### config.mk
export PLATFORM = sky130hd
export DESIGN_NAME = layer_sequencer
export DESIGN_NICKNAME = d
export VERILOG_FILES = /design/src/rtl/layer_seq_pkg.sv /design/src/rtl/layer_seq_capture.sv /design/src/rtl/layer_sequencer.sv
export SDC_FILE = /design/constraint.sdc
export NUM_CORES = 1
export LEC_CHECK = 0
export BUFFER_PORTS_ARGS = -buffer_cell sky130_fd_sc_hd__buf_2
export CAP_MARGIN = 20
export CELL_PAD_IN_SITES_DETAIL_PLACEMENT = 1
export CELL_PAD_IN_SITES_GLOBAL_PLACEMENT = 2
export CORE_MARGIN = 5
export CORE_UTILIZATION = 25
export DETAILED_ROUTE_END_ITERATION = 12
export PLACE_DENSITY = 0.88
export SLEW_MARGIN = 20
export SYNTH_ARGS = -nofsm -noshare
export SYNTH_HDL_FRONTEND = slang
export SYNTH_SLANG_ARGS = --single-unit
export TNS_END_PERCENT = 10
### constraint.sdc
create_clock -name clk -period 2.26 [get_ports clk]
set_input_delay 0.452 -clock clk [delete_from_list [all_inputs] [get_ports clk]]
set_output_delay 0.452 -clock clk [all_outputs]
set_load 0.05 [all_outputs]
### src/rtl/layer_seq_pkg.sv
// layer_seq_pkg: shared types, width helpers and defaults for the SNN layer sequencer.
// Optional feature macro used by the sequencer: LAYER_SEQ_LEARN_EN (adds a LEARN state and learn ports).
// The SNN-wide macros (SNN_NUM_SPIKES, SNN_NEURONS_PER_LAYER, SNN_TIME_PERIOD) get fallback values here
// so the sequencer can be built stand-alone.
`ifndef SNN_NUM_SPIKES
`define SNN_NUM_SPIKES 4
`endif
`ifndef SNN_NEURONS_PER_LAYER
`define SNN_NEURONS_PER_LAYER 8
`endif
`ifndef SNN_TIME_PERIOD
`define SNN_TIME_PERIOD 8
`endif

package layer_seq_pkg;

  // Sequencer states; LEARN is only reachable when LAYER_SEQ_LEARN_EN is defined.
  typedef enum logic [2:0] {
    IDLE,
    CLEAR,
    RUN,
    LEARN,
    DONE
  } state_t;

  // Time values need one extra bit so TIME_PERIOD itself ("no spike") is representable.
  function automatic int tbits(input int time_period);
    return $clog2(time_period) + 1;
  endfunction

  // Neuron index width; a single-neuron layer still gets a 1-bit index.
  function automatic int nbits(input int num_neurons);
    return (num_neurons > 1) ? $clog2(num_neurons) : 1;
  endfunction

  // Default-build sentinel meaning "no spike"; modules derive their own from TIME_PERIOD.
  localparam int NO_SPIKE  = `SNN_TIME_PERIOD;
  localparam int DEF_TBITS = tbits(`SNN_TIME_PERIOD);
  localparam int DEF_NBITS = nbits(`SNN_NEURONS_PER_LAYER);

  // Per-sample result record for the default layer geometry.
  typedef struct packed {
    logic [DEF_NBITS-1:0] winner;
    logic [DEF_TBITS-1:0] spike_time;
    logic                 none;
  } result_t;

endpackage

### src/rtl/layer_seq_capture.sv
// layer_seq_capture: first-fire detector and latch for one sample sweep.
// A fire is any output_spike_time below TIME_PERIOD; only the first one after a clear is kept.
module layer_seq_capture
  import layer_seq_pkg::*;
#(
  parameter int TIME_PERIOD = `SNN_TIME_PERIOD,
  parameter int NUM_NEURONS = `SNN_NEURONS_PER_LAYER
) (
  input  logic                             clk,
  input  logic                             rst,
  input  logic                             clear,
  input  logic                             enable,
  input  logic [nbits(NUM_NEURONS)-1:0]    winner_in,
  input  logic [tbits(TIME_PERIOD)-1:0]    time_in,
  output logic                             fire,
  output logic                             captured,
  output logic [nbits(NUM_NEURONS)-1:0]    winner,
  output logic [tbits(TIME_PERIOD)-1:0]    spike_time
);

  localparam int TBITS = tbits(TIME_PERIOD);
  localparam int NBITS = nbits(NUM_NEURONS);
  localparam logic [TBITS-1:0] NO_SPIKE_T = TBITS'(TIME_PERIOD);

  logic             captured_q, captured_d;
  logic [NBITS-1:0] winner_q, winner_d;
  logic [TBITS-1:0] time_q, time_d;

  assign fire       = (time_in < NO_SPIKE_T);
  assign captured   = captured_q;
  assign winner     = winner_q;
  assign spike_time = time_q;

  // Clear restores the "nothing seen" result; otherwise latch only the first enabled fire.
  always_comb begin
    captured_d = captured_q;
    winner_d   = winner_q;
    time_d     = time_q;
    if (clear) begin
      captured_d = 1'b0;
      winner_d   = '0;
      time_d     = NO_SPIKE_T;
    end else if (enable && fire && !captured_q) begin
      captured_d = 1'b1;
      winner_d   = winner_in;
      time_d     = time_in;
    end
  end

  // Result registers with synchronous reset to the "no spike" result.
  always_ff @(posedge clk) begin
    if (rst) begin
      captured_q <= 1'b0;
      winner_q   <= '0;
      time_q     <= NO_SPIKE_T;
    end else begin
      captured_q <= captured_d;
      winner_q   <= winner_d;
      time_q     <= time_d;
    end
  end

endmodule

### src/rtl/layer_sequencer.sv
// layer_sequencer: per-sample controller for the SNN layer datapath.
// Accepts a sample, pulses layer_clear, sweeps time_val 0..TIME_PERIOD-1, captures the first
// winner and hands the result to the sink. Define LAYER_SEQ_LEARN_EN to add a one-cycle LEARN
// pulse (learn_en/learn_neuron) between the sweep and the result when a neuron fired.
module layer_sequencer
  import layer_seq_pkg::*;
#(
  parameter int NUM_SPIKES  = `SNN_NUM_SPIKES,
  parameter int NUM_NEURONS = `SNN_NEURONS_PER_LAYER,
  parameter int TIME_PERIOD = `SNN_TIME_PERIOD,
  parameter int EARLY_EXIT  = 1
) (
  input  logic                                          clk,
  input  logic                                          rst,
  input  logic                                          in_valid,
  output logic                                          in_ready,
  input  logic [NUM_SPIKES-1:0][tbits(TIME_PERIOD)-1:0] in_spike_times,
  output logic [NUM_SPIKES-1:0][tbits(TIME_PERIOD)-1:0] spike_times,
  output logic [tbits(TIME_PERIOD)-1:0]                 time_val,
  output logic                                          layer_clear,
  input  logic [nbits(NUM_NEURONS)-1:0]                 winning_neuron,
  input  logic [tbits(TIME_PERIOD)-1:0]                 output_spike_time,
  output logic                                          out_valid,
  input  logic                                          out_ready,
  output logic [nbits(NUM_NEURONS)-1:0]                 out_winner,
  output logic [tbits(TIME_PERIOD)-1:0]                 out_time,
  output logic                                          out_none
`ifdef LAYER_SEQ_LEARN_EN
  ,
  output logic                                          learn_en,
  output logic [nbits(NUM_NEURONS)-1:0]                 learn_neuron
`endif
);

  localparam int TBITS = tbits(TIME_PERIOD);
  localparam int NBITS = nbits(NUM_NEURONS);
  localparam logic [TBITS-1:0] NO_SPIKE_T = TBITS'(TIME_PERIOD);
  localparam logic [TBITS-1:0] LAST_T     = TBITS'(TIME_PERIOD - 1);
  localparam bit               EARLY      = (EARLY_EXIT != 0);

  state_t                           state_q, state_d;
  logic                             in_ready_q, in_ready_d;
  logic [TBITS-1:0]                 time_q, time_d;
  logic [NUM_SPIKES-1:0][TBITS-1:0] spikes_q, spikes_d;
  logic                             sweep_end_q, sweep_end_d;

  logic             fire;
  logic             captured;
  logic [NBITS-1:0] cap_winner;
  logic [TBITS-1:0] cap_time;
  logic             hold_time;
  logic             sweep_exit;
  state_t           after_run;

  layer_seq_capture #(
    .TIME_PERIOD (TIME_PERIOD),
    .NUM_NEURONS (NUM_NEURONS)
  ) u_capture (
    .clk        (clk),
    .rst        (rst),
    .clear      (state_q == CLEAR),
    .enable     (state_q == RUN),
    .winner_in  (winning_neuron),
    .time_in    (output_spike_time),
    .fire       (fire),
    .captured   (captured),
    .winner     (cap_winner),
    .spike_time (cap_time)
  );

  // With early exit the clock stops on the fire step and the sweep ends one cycle later;
  // otherwise the sweep ends one cycle after the last time step has been presented.
  assign hold_time  = EARLY && (fire || captured);
  assign sweep_exit = sweep_end_q || (EARLY && captured);

`ifdef LAYER_SEQ_LEARN_EN
  assign after_run = captured ? LEARN : DONE;
`else
  assign after_run = DONE;
`endif

  // Next-state logic: handshakes, time counter and the held input sample.
  always_comb begin
    state_d     = state_q;
    time_d      = time_q;
    spikes_d    = spikes_q;
    sweep_end_d = sweep_end_q;
    case (state_q)
      IDLE: begin
        if (in_valid && in_ready_q) begin
          spikes_d    = in_spike_times;
          time_d      = '0;
          sweep_end_d = 1'b0;
          state_d     = CLEAR;
        end
      end
      CLEAR: begin
        time_d      = '0;
        sweep_end_d = 1'b0;
        state_d     = RUN;
      end
      RUN: begin
        if (time_q == LAST_T) begin
          sweep_end_d = 1'b1;
        end else if (!hold_time) begin
          time_d = time_q + TBITS'(1);
        end
        if (sweep_exit) begin
          state_d = after_run;
        end
      end
      LEARN: begin
        state_d = DONE;
      end
      DONE: begin
        if (out_ready) begin
          state_d = IDLE;
        end
      end
      default: begin
        state_d = IDLE;
      end
    endcase
    in_ready_d = (state_d == IDLE);
  end

  // Control registers; reset aborts any sweep in progress without producing a result.
  always_ff @(posedge clk) begin
    if (rst) begin
      state_q     <= IDLE;
      in_ready_q  <= 1'b0;
      time_q      <= '0;
      spikes_q    <= {NUM_SPIKES{NO_SPIKE_T}};
      sweep_end_q <= 1'b0;
    end else begin
      state_q     <= state_d;
      in_ready_q  <= in_ready_d;
      time_q      <= time_d;
      spikes_q    <= spikes_d;
      sweep_end_q <= sweep_end_d;
    end
  end

  assign in_ready    = in_ready_q;
  assign spike_times = spikes_q;
  assign time_val    = time_q;
  assign layer_clear = (state_q == CLEAR);
  assign out_valid   = (state_q == DONE);
  assign out_winner  = cap_winner;
  assign out_time    = cap_time;
  assign out_none    = (state_q == DONE) && !captured;

`ifdef LAYER_SEQ_LEARN_EN
  assign learn_en     = (state_q == LEARN);
  assign learn_neuron = cap_winner;
`endif

endmodule

* Word level (Yosys, flattened, before mapping) *
Cells that the tools add are included.

storage, ports and cells
  bits in registers = 33
  latch bits = 0
  memory bits (writable) = 0
  bits in read-only memories = 0
  bits of input ports = 27
  output and inout port bits = 31
  memories kept = 0

operators by class
  $add $sub $neg = 1
  multiply operators = 0
  divide/modulo/power cells = 0
  magnitude comparators = 1
  eq/ne operators = 9
  shift operators = 0
  multiplexer cells = 11
  bitwise operators = 0
  reduce and logical (&&, ||, !) cells = 14

operators by type and width
  kind                 number
  $pmux 3 s5           1
  $mux 4               3
  $pmux 4 s3           1
  $mux 3               3
  $ne 2x2->1 const B   4
  $eq 3x2->1 const B   2
  $logic_not 3->1      2
  $add 4x1->4 const B  1
  $eq 4x3->1 const B   1
  $logic_and 1x1->1    4
  $lt 4x4->1 const B   1
  $reduce_and 4->1     1
  $eq 3x1->1 const B   1
  $eq 3x3->1 const B   1
  $pmux 1 s3           1
  $reduce_and 3->1     1
  $reduce_bool 3->1    1
  $logic_or 1x1->1     2
  $mux 1               2
  $reduce_and 2->1     1
  $reduce_or 2->1      1
  $logic_not 1->1      1

* Depth between registers and ports, before layout *
Gate-level depths: netlist of the first run.

  word-level depth = 5
  gate-level depth with buffers = 6
  depth with buffers taken out = 5

* By module *
A second synthesis of the first run with hierarchy kept.

unflattened totals
  cell total of the unflattened synthesis = 160
  area, all modules = 1431.4 µm²

modules (own cells, without submodules)
  module             instances  cells an instance  area each (µm²)  sequential area each (µm²)
  layer_sequencer    1          126                1061.0           500.5
  layer_seq_capture  1          34                 370.4            160.2

* Worst setup path after synthesis of the first run *
OpenSTA, ideal clock, no wires.

  kind = register to register
  start point = register state_q[2]
  end point = register u_capture.time_q[0], in the netlist u_capture.spike_time[0]
  setup time = 0.124 ns
  arrival time = 2.240 ns
  path slack = -0.104 ns
  cell stages (with the launch flop) = 6
  path buffers = 2
  period minus slack after synthesis = 2.364 ns
  path through = dfxtp_1 -> clkbuf_1 -> nor3b_1 -> or2_2 -> clkbuf_1 -> nor2_1

between the ends
  elaborated cells between the ends (all ways) = 5

RTL lines
  what                       RTL line                 text
  start, declared            layer_sequencer.sv:41    state_t state_q, state_d;
  start signal, assigned     layer_sequencer.sv:136   state_q <= state_d;
  $eq 3x1->1                 --
  via layer_clear            layer_sequencer.sv:20    output logic layer_clear,
  $reduce_or 2->1 (no line)  --
  end signal, assigned       layer_seq_capture.sv:59  time_q <= time_d;
  end, declared              layer_seq_capture.sv:27  logic [TBITS-1:0] time_q, time_d;

The timed path passes the listed nets, and every way through them passes these cells.
A chain may end at the register's enable or synchronous reset.

* Final worst setup path of the first run *
  start point = register time_q[0], in the netlist time_val[0]
  end point = register time_q[3], in the netlist time_val[3]

between the ends
  word-level cells in the longest chain between the ends = 4
  elaborated cells between the ends (all ways) = 7

ends and longest elaborated chain
  what                    RTL line                text
  start, declared         layer_sequencer.sv:43   logic [TBITS-1:0] time_q, time_d;
  start signal, assigned  layer_sequencer.sv:138  time_q <= time_d;
  $add 4x1->4             layer_sequencer.sv:106  time_d = time_q + TBITS'(1);
  $mux 4                  layer_sequencer.sv:105  end else if (!hold_time) begin
  $mux 4                  layer_sequencer.sv:103  if (time_q == LAST_T) begin
  $pmux 4 s3              layer_sequencer.sv:88   case (state_q)

Parallel ways exist; a longest one is shown, timed or not. The select of a mux whose other input is x is not followed.

==> reports/metrics.csv, run 1 <==
stage;metric;value;unit
outcome;status;completed;
synth;ys_warn_count;0;
pwr;leakage;0.837;nW
drt;ant_nets;0;
sta;tns;0;ns
placement;dp_hpwl;2.58;mm
cts;htreeDepth;2;
floorplan;die_w;82.4;microns
critical_path;cp_num_cells;5;
synth;synth_edf_count;0;
pwr;power;1.51;mW
global_route;busiest_layer;met2;
sta;hold_violations;0;
critical_path;critPathKind;flop to flop;
cts;clockBufferDepth;2;
flow_run;max_cap_viol_count;0;
global_route;grt_pass1_wl;5.91;mm
cts;clkLatencyLatePin;0.28;ns
floorplan;core_area;0.00511;sq mm
sta;skew;0.00517;ns
cts;tritoncts;done;
layout;drive_gt1_share;33.2;%
cts;cts_made_buffers;5;
sta;fmax;499;MHz
floorplan;floorplan.initialDensity;25.6;%
synth;syn_area;0.00131;sq mm
critical_path;path_cells;ha_1 > and3b_1 > or4b_1 > or3_1 > a21oi_1;
drt;first_iter_violations;113;
global_route;grt_usage;11.4;%
critical_path;cp.arrival;2.21;ns
critical_path;r2r_end;time_val[3];
drt;vias_per_cell;4.43;
global_route;met1_usage;13.2;%
drt;drtPass1Iterations;4;
critical_path;cp_top_family;simple AND/OR/NAND/NOR gates;
pwr;powerDensity;852;mW/mm^2
placement;io_buffers;57;
floorplan;die_area;0.00678;sq mm
sta;fin_crit;2.00;ns
min_path;hold_path.class;input pin to flop;
global_route;grtUsageMet2;18.8;%
sta;grt_setup_unrepaired;false;
synth;synth_cell_types;30;
pwr;ir_drop;0.354;mV
critical_path;crit_start;time_val[0];
drt;wl_per_cell;12.8;microns
cts;cts.sinks;33;
pwr;p_switching;0.398;mW
global_route;grt_max_degree;21;
critical_path;critPathMaxFanout;8;
pwr;seq_power_share;41.5;%
synth;postSynthAreaPerCell;8.39;sq um
sta;tightest_slew;0.593;ns
synth;synth_top_flop_cell;dfxtp_1;
floorplan;rows;26;
pwr;power_frac_clock;43.7;%
critical_path;cp_slowest_cell;or4b_1;
sta;slew_headroom;60.5;%
synth;synth_top_area_share;50.5;%
critical_path;max_stage_delay;0.63;ns
sta;slew_viol_final;0;
placement;gp_congestion;0.745;
global_route;first_global_vias;1275;
cts;ctsHoldBuffers;0;
drt;vias;1245;
critical_path;r2r-start;time_val[0];
floorplan;chipHeight;82.4;microns
synth;synth_most_common_cell;nand2_1;
floorplan;io_pins;58;
pwr;p_comb_share;14.7;%
layout;fin_nets;238;
pwr;swShare;26.4;%
critical_path;endpoint_kind;flop;
sta;setup_violations;0;
synth;synth_cells;156;
drt;route.detailed.drc;0;
global_route;antenna_found_initial;0;
pwr;internal_power;1.11;mW
critical_path;r2r_setup_slack;0.26;ns
critical_path;r2r.worst_path.cells;5;
synth;netlist_top_cells_count;nand2_1, dfxtp_1, a21oi_1;
synth;synthTopCellsByArea;dfxtp_1, nand2_1, a21oi_1;
cts;clkTransAtPathRegs;0.07;ns
synth;async_reset_ff_share;0;%
synth;yosysSeqAreaShare;50.5;%
cts;cts_resized;0;
critical_path;cp-start-kind;flop;
layout;diodes;0;
global_route;grtUsageMet3;4.56;%
layout;areaGrowthSynthToFinish;35.2;%
global_route;overflow;0;
synth;yosys.area.top_type;dfxtp_1;
sta;period_share;88.6;%
critical_path;path_buf_inv;0;
critical_path;crit_path_end;time_val[3];
synth;syn_nets;184;
drt;finalWirelength;3.61;mm
synth;synth-seq-cells;33;
critical_path;required;2.47;ns
cts;root_buffer;clkbuf_8;
cts;cts_setup_buffers;0;
layout;num-fill-cells;633;
state kept, by name, indices dropped and copies added, names as in the netlist:
name and count:
spike_times 16, in_ready 1, u_capture.spike_time 4, u_capture.winner 3
u_capture.captured 1, sweep_end_q 1, time_val 4, state_q 3
kinds of logic (layout without fill, tap and decap cells):
logic type,count (synthesis),count (layout),share of synthesized area [%]
DFF,33,33,50.5
muxes,6,6,4.59
buffers and inverters,16,71,5.93
adders and majority gates,1,1,0.956
AOI/OAI and AO/OA,27,27,11.1
and+or+nand+nor,73,73,27.0
worst reg2reg max path, stage by stage, from the launching register on:
cell and delay, ns:
dfxtp_1 0.35, ha_1 0.22, and3b_1 0.20, or4b_1 0.63, or3_1 0.39, a21oi_1 0.15
stage by stage:
step                      cells  hold slack, ns  util [%]  worst slack [ns]  instance area (sq um)
after global placement      273           0.438      32.0             0.361                   1640
after detailed placement    273           0.449      32.0             0.287                   1640
final                       281           0.382      34.6             0.258                   1770
after global routing        281           0.375      34.6             0.133                   1770
after CTS                   281           0.372      34.6             0.263                   1770
after floorplan             156           0.461         -             0.152                   1310
cell usage in the layout, fill, tap and decap left out, types with 2 or more instances in the layout:
cell type   n
bufinv_16   2
dfxtp_1    33
buf_2      57
or3_1       7
nor2_1      9
nand2_1    35
inv_1       5
clkbuf_8    5
nor3_1      3
o21ai_0     3
nand3_1     7
a21oi_1    20
mux2i_1     6
worst min path at each step:
stage                       startpoint                      end  slack [ns]  cells after the start
3_3_place_gp   u_capture.spike_time[3]  u_capture.spike_time[3]        0.44                      1
5_1_grt             in_spike_times[15]          spike_times[15]        0.38                      3
4_1_cts             in_spike_times[15]          spike_times[15]        0.37                      3
6_report             in_spike_times[7]           spike_times[7]        0.38                      3
2_1_floorplan              sweep_end_q              sweep_end_q        0.46                      2
3_5_place_dp            spike_times[5]           spike_times[5]        0.45                      2
routing by layer:
layer / wire (microns) / vias up
li1: - / 629
met1: 1580 / 576
met2: 1740 / 36
met3: 250 / 4
met4: 40 / 0
met5: 0 / -
area by class of cell:
class	instances	area (sq um)	area share, %
Timing Repair Buffer	58	293	16.5
Clock inverter	3	65.1	3.68
Inverter	5	18.8	1.06
Tap cell	70	87.6	4.95
Sequential cell	33	661	37.3
Multi-Input combinational cell	107	576	32.5
Clock buffer	5	68.8	3.89
power by group through the flow:
stage          Sequential, mW  Clock [mW]  Combinational [mW]
6_report                0.626       0.659               0.222
5_1_grt                 0.629       0.709               0.243
4_1_cts                 0.626       0.685               0.227
3_5_place_dp            0.639           0               0.225
3_3_place_gp            0.639           0               0.223
2_1_floorplan           0.714           0              0.0856
Note: power is estimated with default switching activity, not from simulation.
==> inputs of run 2 (changes only) <==
CORE_UTILIZATION = 27   (was 25)
PLACE_DENSITY = 0.94   (was 0.88)
clock period = 2.6 ns   (was 2.26 ns; I/O delays follow)
==> run 2 against run 1 <==
  * Critical path depth down 2
  * Routed wire length decreased by 5.3%
  * Total power fell by 23%
  * Clock power is 36% lower
  * Via count about the same
  * Critical path type is now flop to output pin
  * Setup slack improved by 0.35 ns
  * Non-clock buffer count is the same
  * Cell count is 1.1% lower
  * Register-to-register slack improved by 0.40 ns
  * First-iteration DRC count down 81%
  * Sequential share of layout area rose by 0.89 points
  * Hold slack gained 0.063 ns
==> reports/metrics.csv, run 2 (synthesis results as in run 1) <==
stage;metric;value;unit;change
floorplan;io_pins;58;;unchanged
global_route;overflow;0;;unchanged
drt;ant_nets;0;;unchanged
layout;final_common_cell;buf_2;;
layout;areaGrowthSynthToFinish;32.0;%;
placement;dp_hpwl;2.57;mm;-0.33%
cts;ctsHoldBuffers;0;;unchanged
floorplan;die_w;79.6;microns;-3.3%
placement;gp_congestion;0.722;;-3.1%
global_route;grt_usage;11.6;%;+0.12 points
sta;slew_viol_final;0;;unchanged
pwr;ir_drop;0.327;mV;-7.6%
layout;final_area;0.00173;sq mm;-2.3%
layout;diodes;0;;unchanged
critical_path;critPathMaxFanout;11;;+3
layout;largest_reg_flops;16;;unchanged
cts;root_buffer;clkbuf_8;;
outcome;status;completed;;
cts;cts_setup_buffers;0;;unchanged
floorplan;core_area;0.00472;sq mm;-7.5%
global_route;grt_pass1_wl;5.62;mm;-5.0%
min_path;hold_path.class;input pin to flop;;
drt;drtPass1Iterations;4;;unchanged
floorplan;chipHeight;79.6;microns;-3.3%
sta;setup_violations;0;;unchanged
floorplan;floorplan.initialDensity;27.7;%;+2.1 points
floorplan;die_area;0.00634;sq mm;-6.5%
cts;cts_resized;0;;unchanged
sta;hold_violations;0;;unchanged
placement;dpl-instance-area;0.00163;sq mm;-0.54%
sta;slew_headroom;61.2;%;+0.75 points
layout;drive_gt1_share;32.7;%;-0.47 points
layout;num-fill-cells;592;;-6.5%
layout;fin_nets;238;;unchanged
placement;dpl.cell_count;270;;-1.1%
sta;grt_setup_unrepaired;false;;
floorplan;rows;25;;-3.8%
cts;clkTransAtPathRegs;0.07;ns;about the same
global_route;grt_max_degree;21;;unchanged
layout;finalNonFillerCells;278;;-1.1%
cts;clockBufferDepth;2;;unchanged
drt;vias_per_cell;4.47;;+1.0%
cts;clkLatencyLatePin;0.28;ns;about the same
critical_path;cp-start-kind;flop;;
sta;period_share;76.5;%;
cts;cts_made_buffers;5;;unchanged
sta;tns;0;ns;unchanged
drt;first_iter_violations;22;;-81%
cts;cts.sinks;33;;unchanged
critical_path;required;2.08;ns;-0.39 ns
pwr;leakage;0.819;nW;-2.2%
critical_path;endpoint_kind;output pin;;
critical_path;cp.arrival;1.47;ns;-0.74 ns
drt;finalWirelength;3.42;mm;-5.3%
sta;fmax;503;MHz;
sta;tightest_slew;0.582;ns;-0.0112 ns
drt;wl_per_cell;12.3;microns;-4.2%
global_route;first_global_vias;1226;;-3.8%
placement;io_buffers;57;;unchanged
cts;tritoncts;done;;
critical_path;critPathKind;flop to output pin;;
sta;fin_crit;1.99;ns;
drt;vias;1244;;-0.080%
cts;htreeDepth;2;;unchanged
global_route;antenna_found_initial;0;;unchanged
sta;skew;0.00190;ns;-0.00327 ns
pwr;powerDensity;669;mW/mm^2;-21%
drt;route.detailed.drc;0;;unchanged
layout;layout_common_cells;buf_2, nand2_1, dfxtp_1, a21oi_1, nor2_1;;
flow_run;max_cap_viol_count;0;;unchanged
-- run 2: worst paths after layout --
path | start | end | slack [ns] | cells after the start
max | state_q[0] | out_none | 0.61 | 3
min reg2reg | u_capture.spike_time[3] | u_capture.spike_time[3] | 0.44 | 1
max reg2reg | time_val[0] | time_val[3] | 0.66 | 5
min | in_spike_times[15] | spike_times[15] | 0.44 | 3
-- run 2: routing by layer --
metal | vias to the layer above | GRT usage [%] | share of wire, %
met1 | 567 | 12.9 | 45
met2 | 44 | 18.1 | 45
li1 | 628 | - | -
met3 | 5 | 5.87 | 9.4
met5 | - | 0 | 0
met4 | 0 | 5.67 | 1.1
-- run 2: worst max-delay path, stage by stage (launching register included) --
cell and delay (ns):
dfxtp_1 0.41, nor2_1 0.32, and3_1 0.19, buf_2 0.26
-- run 2: power by group --
| group | internal (mW) | switching (mW) |
|---|---|---|
| clock network | 0.239 | 0.182 |
| logic | 0.0543 | 0.138 |
| registers | 0.528 | 0.0151 |
| total | 0.822 | 0.335 |
-- run 2: final cells by class --
| type | count | area, sq um | share of cell area [%] |
|---|---|---|---|
| well taps | 67 | 83.8 | 4.85 |
| inverters | 5 | 18.8 | 1.09 |
| repair buffers | 58 | 293 | 16.9 |
| clock inverters | 1 | 5.00 | 0.290 |
| clock buffers | 7 | 96.3 | 5.58 |
| multi-input cells | 107 | 571 | 33.0 |
| flip-flops and latches | 33 | 661 | 38.2 |
-- run 2: stage by stage --
step / total power, mW / setup WS (ns) / hold WS (ns) / util, %
4_1_cts: 1.19 / 0.573 / 0.429 / 36.6
3_5_place_dp: 0.750 / 0.658 / 0.434 / 34.4
2_1_floorplan: 0.695 / 0.236 / 0.461 / -
3_3_place_gp: 0.747 / 0.692 / 0.429 / 34.4
6_report: 1.16 / 0.612 / 0.445 / 36.6
5_1_grt: 1.23 / 0.503 / 0.434 / 36.6
